### config.mk
export PLATFORM = sky130hd
export DESIGN_NAME = pipe_hazard_ctrl_flat
export DESIGN_NICKNAME = d
export VERILOG_FILES = /design/src/rtl/pipe_hazard_ctrl_if.sv /design/src/rtl/pipe_hazard_ctrl.sv /design/src/flat_wrapper.sv
export SDC_FILE = /design/constraint.sdc
export NUM_CORES = 1
export LEC_CHECK = 0
export ABC_AREA = 1
export CAP_MARGIN = 30
export CORE_MARGIN = 3
export CORE_UTILIZATION = 53
export DETAILED_ROUTE_END_ITERATION = 16
export GPL_ROUTABILITY_DRIVEN = 1
export PLACE_DENSITY_LB_ADDON = 0.08
export SLEW_MARGIN = 0
export SYNTH_ARGS = -nofsm -noshare
export SYNTH_HDL_FRONTEND = slang
export SYNTH_SLANG_ARGS = --single-unit
### constraint.sdc
create_clock -name clock -period 1.65 [get_ports clock]
set_input_delay 0.33 -clock clock [delete_from_list [all_inputs] [get_ports clock]]
set_output_delay 0.33 -clock clock [all_outputs]
set_load 0.02 [all_outputs]
### src/rtl/pipe_hazard_ctrl_if.sv
// rtl/pipe_hazard_ctrl_if.sv - decode-stage hazard control signal bundle
interface pipe_hazard_ctrl_if #(
    parameter int CNT_W = 32
);
    logic             id_valid;
    logic [4:0]       id_rs1;
    logic [4:0]       id_rs2;
    logic             id_use_rs1;
    logic             id_use_rs2;
    logic [4:0]       id_rd;
    logic             id_wb_en;
    logic             id_is_load;
    logic             ex_brn_tkn;
    logic             stall;
    logic             flush;
    logic             bubble_ex;
    logic [1:0]       fwd_a_sel;
    logic [1:0]       fwd_b_sel;
    logic             rf_byp_a;
    logic             rf_byp_b;
    logic [CNT_W-1:0] stall_cnt;
    logic [CNT_W-1:0] flush_cnt;
    logic [CNT_W-1:0] retire_cnt;

    modport master (
        output id_valid, id_rs1, id_rs2, id_use_rs1, id_use_rs2,
               id_rd, id_wb_en, id_is_load, ex_brn_tkn,
        input  stall, flush, bubble_ex, fwd_a_sel, fwd_b_sel,
               rf_byp_a, rf_byp_b, stall_cnt, flush_cnt, retire_cnt
    );

    modport slave (
        input  id_valid, id_rs1, id_rs2, id_use_rs1, id_use_rs2,
               id_rd, id_wb_en, id_is_load, ex_brn_tkn,
        output stall, flush, bubble_ex, fwd_a_sel, fwd_b_sel,
               rf_byp_a, rf_byp_b, stall_cnt, flush_cnt, retire_cnt
    );
endinterface

### src/rtl/pipe_hazard_ctrl.sv
// rtl/pipe_hazard_ctrl.sv - load-use stall, redirect flush and forwarding select generation
module pipe_hazard_ctrl #(
    parameter int CNT_W = 32
) (
    input  logic               clock,
    input  logic               reset,
    pipe_hazard_ctrl_if.slave  bus
);
    typedef struct packed {
        logic       v;
        logic [4:0] rd;
        logic       wb;
        logic       ld;
    } sb_ent_t;

    sb_ent_t          ex_q, mem_q, wb_q, ex_d;
    logic [1:0]       fwd_a_q, fwd_a_d, fwd_b_q, fwd_b_d;
    logic [CNT_W-1:0] stall_cnt_q, flush_cnt_q, retire_cnt_q;
    logic             lu, redir, stall, flush, bubble;

    // x0 is never a real destination, so it can neither stall nor forward.
    function automatic logic writes(sb_ent_t e, logic [4:0] r);
        return e.v && e.wb && (e.rd != 5'd0) && (e.rd == r);
    endfunction

    // Loads in EX cannot forward; they reach this path only after a stall.
    function automatic logic [1:0] fwd_sel(logic use_r, logic [4:0] r,
                                           sb_ent_t ex, sb_ent_t mem);
        logic [1:0] sel;
        sel = 2'd0;
        if (use_r) begin
            if (writes(ex, r) && !ex.ld)
                sel = 2'd1;
            else if (writes(mem, r))
                sel = 2'd2;
        end
        return sel;
    endfunction

    always_comb begin
        lu = bus.id_valid && ex_q.ld &&
             ((bus.id_use_rs1 && writes(ex_q, bus.id_rs1)) ||
              (bus.id_use_rs2 && writes(ex_q, bus.id_rs2)));
        redir  = bus.ex_brn_tkn && ex_q.v;
        flush  = redir;
        stall  = lu && !redir;
        bubble = lu || redir;

        ex_d.v  = bus.id_valid;
        ex_d.rd = bus.id_rd;
        ex_d.wb = bus.id_wb_en;
        ex_d.ld = bus.id_is_load;
        if (bubble)
            ex_d = '0;

        fwd_a_d = bubble ? 2'd0 : fwd_sel(bus.id_use_rs1, bus.id_rs1, ex_q, mem_q);
        fwd_b_d = bubble ? 2'd0 : fwd_sel(bus.id_use_rs2, bus.id_rs2, ex_q, mem_q);
    end

    always_ff @(posedge clock) begin
        if (reset) begin
            ex_q         <= '0;
            mem_q        <= '0;
            wb_q         <= '0;
            fwd_a_q      <= 2'd0;
            fwd_b_q      <= 2'd0;
            stall_cnt_q  <= '0;
            flush_cnt_q  <= '0;
            retire_cnt_q <= '0;
        end else begin
            ex_q    <= ex_d;
            mem_q   <= ex_q;
            wb_q    <= mem_q;
            fwd_a_q <= fwd_a_d;
            fwd_b_q <= fwd_b_d;
            if (stall)
                stall_cnt_q <= stall_cnt_q + CNT_W'(1);
            if (flush)
                flush_cnt_q <= flush_cnt_q + CNT_W'(1);
            if (wb_q.v)
                retire_cnt_q <= retire_cnt_q + CNT_W'(1);
        end
    end

    assign bus.stall      = stall;
    assign bus.flush      = flush;
    assign bus.bubble_ex  = bubble;
    assign bus.fwd_a_sel  = fwd_a_q;
    assign bus.fwd_b_sel  = fwd_b_q;
    assign bus.rf_byp_a   = bus.id_use_rs1 && writes(wb_q, bus.id_rs1);
    assign bus.rf_byp_b   = bus.id_use_rs2 && writes(wb_q, bus.id_rs2);
    assign bus.stall_cnt  = stall_cnt_q;
    assign bus.flush_cnt  = flush_cnt_q;
    assign bus.retire_cnt = retire_cnt_q;
endmodule

### src/flat_wrapper.sv
// flat-port wrapper written by rule: the top's interface ports become plain ports
module pipe_hazard_ctrl_flat 
#(
    parameter int CNT_W = 32
)
  (clock, reset, bus_id_valid, bus_id_rs1, bus_id_rs2, bus_id_use_rs1, bus_id_use_rs2, bus_id_rd, bus_id_wb_en, bus_id_is_load, bus_ex_brn_tkn, bus_stall, bus_flush, bus_bubble_ex, bus_fwd_a_sel, bus_fwd_b_sel, bus_rf_byp_a, bus_rf_byp_b, bus_stall_cnt, bus_flush_cnt, bus_retire_cnt);
  pipe_hazard_ctrl_if #(.CNT_W(CNT_W)) bus_i ();
  input  logic clock;
  input  logic reset;
  input wire logic [$bits(bus_i.id_valid)-1:0] bus_id_valid;
  input wire logic [$bits(bus_i.id_rs1)-1:0] bus_id_rs1;
  input wire logic [$bits(bus_i.id_rs2)-1:0] bus_id_rs2;
  input wire logic [$bits(bus_i.id_use_rs1)-1:0] bus_id_use_rs1;
  input wire logic [$bits(bus_i.id_use_rs2)-1:0] bus_id_use_rs2;
  input wire logic [$bits(bus_i.id_rd)-1:0] bus_id_rd;
  input wire logic [$bits(bus_i.id_wb_en)-1:0] bus_id_wb_en;
  input wire logic [$bits(bus_i.id_is_load)-1:0] bus_id_is_load;
  input wire logic [$bits(bus_i.ex_brn_tkn)-1:0] bus_ex_brn_tkn;
  output wire logic [$bits(bus_i.stall)-1:0] bus_stall;
  output wire logic [$bits(bus_i.flush)-1:0] bus_flush;
  output wire logic [$bits(bus_i.bubble_ex)-1:0] bus_bubble_ex;
  output wire logic [$bits(bus_i.fwd_a_sel)-1:0] bus_fwd_a_sel;
  output wire logic [$bits(bus_i.fwd_b_sel)-1:0] bus_fwd_b_sel;
  output wire logic [$bits(bus_i.rf_byp_a)-1:0] bus_rf_byp_a;
  output wire logic [$bits(bus_i.rf_byp_b)-1:0] bus_rf_byp_b;
  output wire logic [$bits(bus_i.stall_cnt)-1:0] bus_stall_cnt;
  output wire logic [$bits(bus_i.flush_cnt)-1:0] bus_flush_cnt;
  output wire logic [$bits(bus_i.retire_cnt)-1:0] bus_retire_cnt;
  assign bus_i.id_valid = bus_id_valid;
  assign bus_i.id_rs1 = bus_id_rs1;
  assign bus_i.id_rs2 = bus_id_rs2;
  assign bus_i.id_use_rs1 = bus_id_use_rs1;
  assign bus_i.id_use_rs2 = bus_id_use_rs2;
  assign bus_i.id_rd = bus_id_rd;
  assign bus_i.id_wb_en = bus_id_wb_en;
  assign bus_i.id_is_load = bus_id_is_load;
  assign bus_i.ex_brn_tkn = bus_ex_brn_tkn;
  assign bus_stall = bus_i.stall;
  assign bus_flush = bus_i.flush;
  assign bus_bubble_ex = bus_i.bubble_ex;
  assign bus_fwd_a_sel = bus_i.fwd_a_sel;
  assign bus_fwd_b_sel = bus_i.fwd_b_sel;
  assign bus_rf_byp_a = bus_i.rf_byp_a;
  assign bus_rf_byp_b = bus_i.rf_byp_b;
  assign bus_stall_cnt = bus_i.stall_cnt;
  assign bus_flush_cnt = bus_i.flush_cnt;
  assign bus_retire_cnt = bus_i.retire_cnt;
  pipe_hazard_ctrl #(.CNT_W(CNT_W)) u_core (.clock(clock), .reset(reset), .bus(bus_i));
endmodule
Word level (Yosys, flattened, before mapping)
Index checks and enable logic that the tools add are counted.
Word-level totals
  register bits after elaboration: 122
  output and inout port bits: 105
  bits of input ports: 23
Operators by class
  reductions and logical operators: 34
  equality and inequality tests: 6
  mux-type cells: 4
  add/sub/neg operators: 3
  bitwise gates (word level): 2
Operator list (count)
  adder 32 x 1 -> 32 bit, second input constant: 3
  == test 5 bit: 6
  logical AND 1 bit: 22
  nonzero test 5 bit: 3
  OR reduction 4 bit: 2
  OR reduction 3 bit: 2
  2-to-1 mux 2 bit: 2
  zero test 1 bit: 2
  logical OR 1 bit: 2
  2-to-1 mux 1 bit: 2
  inverter 1 bit: 2
  OR reduction 2 bit: 1

Logic depth before layout (Yosys ltp)
Gate-level depths: netlist of the first run.
  depth in word-level cells: 8
  gate-level depth with buffers: 13
  depth with buffers taken out: 11

Least setup slack after synthesis of the first run
OpenSTA, ideal clock, no wires.
  kind: reg2out
  start point: reg u_core.wb_q[7] in the netlist's numbering
  end point: out bus_rf_byp_a
  setup slack: -0.354 ns
  required time: 1.320 ns
  data arrival time: 1.674 ns
  path buffers: 1
  stages on the path, launching flop included: 4
  cell sequence: dfxtp_1 > buf_2 > nand3_1 > a2111oi_0
On the way
  cells in the longest elaborated chain, start to end: 4
RTL lines
  from (decl): RTL line pipe_hazard_ctrl.sv:16  | sb_ent_t ex_q, mem_q, wb_q, ex_d;
  from (signal assigned): RTL line pipe_hazard_ctrl.sv:73  | wb_q <= mem_q;
  logical AND 1 bit (3 in a row): RTL line pipe_hazard_ctrl.sv:23  | return e.v && e.wb && (e.rd != 5'd0) && (e.rd == r);
  logical AND 1 bit: RTL line pipe_hazard_ctrl.sv:90  | assign bus.rf_byp_a = bus.id_use_rs1 && writes(wb_q, bus.id_rs1);
  to (decl): RTL line flat_wrapper.sv:24  | output wire logic [$bits(bus_i.rf_byp_a)-1:0] bus_rf_byp_a;
Every way passes these cells.

Worst setup path in the final report of the first run
  start point: reg u_core.wb_q[5] in the netlist's numbering
  end point: out bus_rf_byp_a
On the way
  cells in the longest elaborated chain, start to end: 4
  elaborated cells on any way between the ends: 5
  classes of those cells: eq/ne: 1; reduce/logical: 4
RTL lines (RTL line)
  nonzero test 5 bit: pipe_hazard_ctrl.sv:23
  logical AND 1 bit: pipe_hazard_ctrl.sv:23
  logical AND 1 bit (*): pipe_hazard_ctrl.sv:23
  logical AND 1 bit (*): pipe_hazard_ctrl.sv:90
Every way passes the cells marked *; elsewhere a longest branch is shown, timed or not.

==> results of run 1 <==
-- cells in the mapped netlist, drive strengths merged --
library cell	number	area share
inv	167	0.091
a211oi	2	0.0022
xor2	28	0.036
o21ai	24	0.018
nor2	193	0.12
o21bai	1	0.0016
nand2	241	0.14
nand3	71	0.057
or2	2	0.0018
nor3b	4	0.0044
a2111oi	1	0.0013
a31oi	2	0.0018
nand4	55	0.055
and3	1	0.00091
nor4	5	0.0046
a21oi	33	0.024
nor3	49	0.038
dfxtp	122	0.36
o21a	1	0.0011
buf	14	0.014
o2111ai	1	0.0013
o211ai	2	0.0022
clkbuf	15	0.0082
nand3b	2	0.0022
xnor2	15	0.019
ha	3	0.0055
-- final timing paths --
kind,startpoint,slack [ns],end
max,u_core.wb_q[5]$_SDFF_PP0_,-0.32,bus_rf_byp_a
min,reset,0.38,u_core.bus.flush_cnt[21]$_SDFFE_PP0P_
max reg2reg,u_core.ex_q[7]$_SDFF_PP0_,-0.07,u_core.bus.stall_cnt[14]$_SDFFE_PP0P_
min reg2reg,u_core.mem_q[1]$_SDFF_PP0_,0.42,u_core.wb_q[1]$_SDFF_PP0_
-- layout by cell type, fill, tap and decap left out, types with 4 or more instances in the layout --
cell type	count
nor2_4	14
buf_4	97
o21ai_0	19
buf_6	10
dfxtp_1	84
clkbuf_16	20
xor2_1	28
a21oi_1	32
clkinv_2	4
nor2_1	161
nor4_1	5
clkbuf_8	5
nor3_1	38
xnor2_2	4
dlygate4sd2_1	107
xnor2_1	11
nand4_1	53
inv_2	8
nor3_2	7
dfxtp_4	7
nand2_2	20
nor3_4	4
nor2_2	17
dfxtp_2	31
nand3_1	59
nand3_2	10
clkdlybuf4s50_1	10
nand2_4	5
nand2_1	215
o21ai_1	4
inv_1	157
-- repair_timing --
item                                    4_1_cts  5_1_grt
resized for setup                           172      127
cloned                                        0        5
setup buffers                                 4        8
endpoints found under the setup margin      146       75
pin swaps                                    12       36
-- sequential cells by signal, indices dropped and copies added, names as in the netlist --
| signal | cells |
|---|---|
| u_core.mem_q | 7 |
| u_core.bus.flush_cnt | 32 |
| u_core.bus.stall_cnt | 32 |
| u_core.bus.retire_cnt | 32 |
| u_core.ex_q | 8 |
| u_core.wb_q | 7 |
| u_core.bus.fwd_b_sel | 2 |
| u_core.bus.fwd_a_sel | 2 |
-- tightest hold or removal path: cells and delay by family --
kind            cells  cell delay, ns
compound gates      1            0.06
buf+inv             2            0.38
-- layout make-up --
class / count / share of cell area
Sequential cell: 122 / 0.250
Multi-Input combinational cell: 737 / 0.402
Inverter: 167 / 0.0640
Timing Repair Buffer: 236 / 0.207
Tap cell: 168 / 0.0210
Clock inverter: 7 / 0.00661
Clock buffer: 23 / 0.0497
-- power groups by stage --
stage / combinational [mW] / sequential [mW] / clock [mW]
6_report: 0.446 / 3.00 / 3.58
5_1_grt: 0.482 / 3.01 / 3.72
4_1_cts: 0.411 / 3.01 / 3.59
3_5_place_dp: 0.398 / 3.07 / 0
3_3_place_gp: 0.394 / 3.07 / 0
2_1_floorplan: 0.193 / 3.06 / 0
-- cell families (layout without fill, tap and decap cells) --
family | after synthesis | after routing
and+or+nand+nor | 623 | 624
xor gates and xnor gates | 43 | 43
buffers and inverters | 196 | 433
AOI/OAI and AO/OA | 67 | 67
DFF | 122 | 122
adders and majority gates | 3 | 3
-- metal layers --
layer  vias to the layer above  track usage
met4                         0       0.0795
met2                       347        0.440
met1                      3607        0.363
li1                       3800            -
met3                        42       0.0669
met5                         -            0
-- stage by stage --
stage / area [um^2] / setup slack, ns
after floorplan: 6860 / 0.00561
after global placement: 8920 / -0.840
after detailed placement: 8920 / -0.879
after CTS: 9460 / -0.345
after global routing: 10000 / -0.415
final: 10000 / -0.322
==> impl_metrics.csv, run 1 <==
group,metric,value,unit
synth,synth.area.mux_share,0,
sta,totalNegativeSetupSlack,-1.52,ns
synth,syn_avg_cell_area,6.50,um^2
pwr,p_leak,4.67,nW
detailed_routing,antenna_left,0,
final_layout,fillCellCount,907,
die,io_pins,128,
critical_path,crit_type,"flop to output pin",
synth,ys_ff_latch,122,
status,outcome,"finished, violations left",
critical_path,path_max_fanout,2,
min_path,holdPathStages,3,
synth,synth_simple_gate_area_frac,0.417,
final_layout,area_growth,46.3,%
final_layout,utilization,0.814,
clocking,cts_buffer_depth,2,
sta,min_period,1.97,ns
clocking,numCtsBuffers,17,
sta,finalSetupViolations,24,
global_route,grtUsageTotal,0.273,
critical_path,critPathTopFamily,"flip-flops",
final_layout,stdcell_count,1460,
sta,max_freq,507,MHz
detailed_routing,vias_per_cell,5.34,
sta,slew_violations,0,
pwr,pwr-share-comb,0.063,
global_route,grt_pass1_vias,6911,
final_layout,drive_above_1_share,0.226,
die,dieWidth,120,um
global_route,grt_pass1_wl,32500,um
synth,synth_top_family_by_area,"simple AND/OR/NAND/NOR gates",
sta,rsz0062_at_grt,"true",
pwr,powerDensity,701,nW/um^2
critical_path,path_buf_inv,2,
pwr,internal-power,5.41,mW
detailed_routing,met2_length,10200,um
synth,ys_seq_area_frac,0.356,
place,post-dp-hpwl,13900,um
final_layout,finalNetCount,1307,
clocking,path_clk_slew,0.05,ns
clocking,holdBufCountCts,0,
sta,tightestPinTransition,0.536,ns
detailed_routing,drc,0,
clocking,cts_tree,"done",
job,drv_cap,0,
die,initial_utilization,0.557,
synth,synth.distinct_cells,41,
pwr,swShare,0.230,
place,port_buffers,127,
critical_path,cp-start-kind,"flop",
synth,synth.net_count,1080,
synth,synth_xor_area_frac,0.0550,
detailed_routing,drt-wirelength-per-cell,14.8,um
pwr,p_clk_frac,0.509,
pwr,vdd_drop_max,0.686,mV
synth,ys_warn_count,0,
critical_path,critPathArrivalTime,1.64,ns
detailed_routing,finalWirelength,21500,um
detailed_routing,wl_met1,9190,um
pwr,seqPwrFrac,0.427,
clocking,htree_num_levels,4,
critical_path,critPathCaptureType,"output pin",
die,dieHeight,120,um
final_layout,diodes,0,
critical_path,r2r_cells,10,
critical_path,cp_cell_sequence,"buf_6 -> xor2_1 -> nor2_1 -> nand3_1 -> a2111oi_2 -> buf_4",
critical_path,path_depth,6,
pwr,p_sw,1.62,mW
synth,synth-compound-area-share,0.0531,
pwr,finalPower,7.03,mW
critical_path,worstPathRequired,1.32,ns
place,gp_congestion,0.937,
final_layout,multi_input_area,4030,um^2
clocking,cts_num_sinks,122,
die,die-area,14300,um^2
global_route,grt_max_degree,55,
detailed_routing,dr.pass1.iters,5,
sta,finalCritPeriodShare,1.20,
place,placed_cells,1415,
detailed_routing,wl_met3,1720,um
critical_path,cp_slowest_stage_delay,0.32,ns
sta,clock_skew,0.00978,ns
global_route,antenna_found_initial,0,
detailed_routing,routed.top_layer,"met4",
min_path,hp-class,"input port to flop",
final_layout,ff_latch_area,2510,um^2
die,rows,40,
global_route,grt_overflow,0,
detailed_routing,num_vias,7796,
die,core_area,12300,um^2
synth,syn_inst,1054,
clocking,cts_root_buf,"clkbuf_16",
sta,slew_headroom,0.643,
clocking,insertion_delay,0.43,ns
synth,yosys.area_share.adder,0.00548,
critical_path,slowest_stage,"dfxtp_2",
status,violations,"setup timing",
sta,hold_ws,0.384,ns
detailed_routing,drtIter0Drc,718,
sta,hold_viol,0,
sta,fin_ws,-0.322,ns
synth,syn_area,6850,um^2
Note: power is estimated with default switching activity, not from simulation.
==> run 2: changes to the inputs <==
--- a/config.mk
+++ b/config.mk
@@ -5,10 +5,9 @@
 export SDC_FILE = /design/constraint.sdc
 export NUM_CORES = 1
 export LEC_CHECK = 0
-export ABC_AREA = 1
 export CAP_MARGIN = 30
 export CORE_MARGIN = 3
-export CORE_UTILIZATION = 53
+export CORE_UTILIZATION = 51
 export DETAILED_ROUTE_END_ITERATION = 16
 export GPL_ROUTABILITY_DRIVEN = 1
 export PLACE_DENSITY_LB_ADDON = 0.08
==> run 2 against run 1 <==
Compared with the run above:
- the flow still finishes with violations (setup timing)
- sequential power hardly changed
- area after synthesis is 17% lower
- count of clock-buffer cells in the layout stayed put
- non-clock buffer count is 41 higher
- final cell count is 28% lower
- die area is 13% lower
- critical path depth is 1 lower
- fmax is 13% lower
- clock skew is 0.0037 ns lower
- setup slack worse by 0.29 ns
- clock power is 5.9% lower
- wire length is 12% lower
- largest cell class unchanged
==> impl_metrics.csv, run 2 <==
group,metric,value,unit
clocking,path_clk_slew,0.06,ns
global_route,grt.met2_usage,0.484,
pwr,swShare,0.230,
clocking,cts_num_sinks,122,
critical_path,cp-start-kind,"flop",
min_path,holdPathStages,2,
detailed_routing,drtIter0Drc,479,
die,io_pins,128,
synth,synthTopCellsByCount,"dfxtp_1 (122), nor2_1 (74), xor2_1 (59)",
die,die-area,12500,um^2
sta,finalCritPeriodShare,1.37,
pwr,vdd_drop_max,0.842,mV
final_layout,fillCellCount,594,
final_layout,final_cell_mix,"buf_4 (129), dfxtp_1 (78), nor2_1 (66)",
final_layout,ff_latch_area,2530,um^2
global_route,grt_pass1_vias,5934,
critical_path,rr_startpoint,"u_core.ex_q[2]$_SDFF_PP0_",
synth,synth_most_common_cell,"dfxtp_1",
sta,clock_skew,0.00610,ns
synth,ys_warn_count,0,
synth,ys.flop_type,"dfxtp_1",
min_path,hp-class,"input port to flop",
die,rows,37,
die,dieWidth,112,um
detailed_routing,num_vias,6099,
place,place_ws,-0.941,ns
clocking,cts_buffer_depth,2,
final_layout,drive_above_1_share,0.350,
critical_path,critPathArrivalTime,1.93,ns
status,outcome,"finished, violations left",
final_layout,layout_commonest_cell,"buf_4",
synth,yosysTopAreaCellShare,0.428,
synth,synth.distinct_cells,45,
critical_path,worst-r2r-setup-slack,-0.59,ns
global_route,grtUsageTotal,0.275,
synth,syn_avg_cell_area,8.92,um^2
sta,totalNegativeSetupSlack,-24.30,ns
pwr,internal-power,5.23,mW
critical_path,crit_type,"flop to output pin",
final_layout,area_growth,58.6,%
pwr,powerDensity,750,nW/um^2
global_route,grt_max_degree,68,
sta,rsz0062_at_grt,"true",
final_layout,stdcell_count,1054,
sta,min_period,2.26,ns
critical_path,path_max_fanout,2,
critical_path,r2r_cells,8,
die,initial_utilization,0.538,
final_layout,multi_input_area,3420,um^2
final_layout,finalNetCount,931,
clocking,cts_tree,"done",
clocking,htree_num_levels,4,
synth,synth.net_count,665,
global_route,grt_pass1_wl,28500,um
final_layout,diodes,0,
die,core_area,10600,um^2
synth,syn_inst,639,
sta,slew_violations,0,
place,port_buffers,127,
sta,finalSetupViolations,73,
sta,tightestPinTransition,0.414,ns
place,gp_congestion,0.900,
global_route,grt_overflow,0,
min_path,hold_end,"u_core.bus.stall_cnt[6]$_SDFFE_PP0P_",
pwr,pwr-share-comb,0.064,
clocking,numCtsBuffers,17,
synth,synth.top_cells.by_area,"dfxtp_1 (43%), xor2_1 (9.1%), nand4_1 (5.2%)",
job,drv_cap,0,
detailed_routing,antenna_left,0,
critical_path,critPathCaptureType,"output pin",
synth,async_flop_share,0,
global_route,groute.layer.met3.usage,0.0543,
global_route,busiest_layer,"met2",
place,post-dp-hpwl,11900,um
detailed_routing,drc,0,
synth,ys_seq_area_frac,0.428,
status,violations,"setup timing",
sta,max_freq,442,MHz
sta,hold_viol,0,
pwr,p_sw,1.56,mW
detailed_routing,vias_per_cell,5.79,
die,dieHeight,112,um
pwr,finalPower,6.79,mW
min_path,hold_start,"reset",
global_route,use_met1,0.335,
global_route,antenna_found_initial,0,
sta,fin_ws,-0.611,ns
pwr,p_leak,3.79,nW
critical_path,worstPathRequired,1.32,ns
clocking,cts_root_buf,"clkbuf_8",
pwr,p_clk_frac,0.496,
detailed_routing,drt-wirelength-per-cell,17.9,um
clocking,insertion_delay,0.52,ns
detailed_routing,dr.pass1.iters,7,
detailed_routing,finalWirelength,18900,um
synth,synth_edf_count,0,
synth,syn_area,5700,um^2
pwr,seqPwrFrac,0.440,
sta,slew_headroom,0.722,
synth,yosysTopAreaCell,"dfxtp_1",
synth,ys_ff_latch,122,
critical_path,r2r-end,"u_core.bus.stall_cnt[27]$_SDFFE_PP0P_",
place,placed_cells,999,
run 2: cell types whose count changed in the layout (fill, tap and decap cells not counted), sizes merged, moves of 38 or more:
cell         before  now
inv             166    9
nand3            72   34
nor2            193   74
nor3             49    9
buf             112  158
dlygate4sd2     107   58
nand2           241   32
run 2: logic make-up after synthesis:
kind of cell,count (synthesis),share of synthesized area
compound gates,81,0.0898
flops,122,0.428
simple gates,304,0.302
xor+xnor,86,0.132
mux,4,0.00768
fa+ha+maj,3,0.00658
buf+inv,39,0.0338
run 2: final cells by class:
cell class,instances,share of cell area
Clock buffer,23,0.0505
Clock inverter,9,0.00802
Inverter,9,0.00373
Multi-Input combinational cell,478,0.379
Sequential cell,122,0.280
Tap cell,136,0.0188
Timing Repair Buffer,277,0.261
run 2: what timing repair did:
item / CTS / global route
resized for setup: 190 / 85
hold buffers: 0 / 0
setup endpoints to repair: 169 / 111
setup buffers: 10 / 14
endpoints found under the hold margin: 0 / 0
pin swaps: 23 / 31
run 2: worst max path at each step:
stage,depth (start not counted),from,endpoint
after floorplan,5,u_core.bus.stall_cnt[4]$_SDFFE_PP0P_,u_core.bus.stall_cnt[23]$_SDFFE_PP0P_
after global placement,9,bus_id_rs2[4],u_core.bus.stall_cnt[22]$_SDFFE_PP0P_
after detailed placement,9,bus_id_rs2[4],u_core.bus.stall_cnt[22]$_SDFFE_PP0P_
after CTS,5,u_core.ex_q[2]$_SDFF_PP0_,bus_stall
after global routing,5,u_core.wb_q[4]$_SDFF_PP0_,bus_rf_byp_a
final,5,u_core.wb_q[4]$_SDFF_PP0_,bus_rf_byp_a
run 2: metal layers:
layer / vias to the layer above / part of all wire
li1: 2858 / -
met1: 2986 / 0.41
met2: 209 / 0.51
met3: 46 / 0.052
met4: 0 / 0.025
met5: - / 0
run 2: metrics by stage:
step	utilization	cell area (um^2)	hold slack, ns
final	0.853	9040	0.133
after global routing	0.853	9040	0.141
after detailed placement	0.774	8200	0.470
after floorplan	-	5920	0.438
after CTS	0.831	8810	0.122
after global placement	0.774	8200	0.462
run 2: power groups by stage:
stage	Clock [mW]	Combinational [mW]	Sequential, mW
after floorplan	0	0.172	3.04
after global placement	0	0.354	3.05
after detailed placement	0	0.365	3.05
after CTS	3.38	0.396	2.98
after global routing	3.52	0.456	2.99
final	3.37	0.431	2.99
run 2: worst max-delay path, cell delays in order, from the launching register on:
cell	delay [ns]
dfxtp_2	0.32
or4_4	0.52
o211ai_1	0.18
buf_4	0.18
nor3_2	0.05
buf_4	0.15
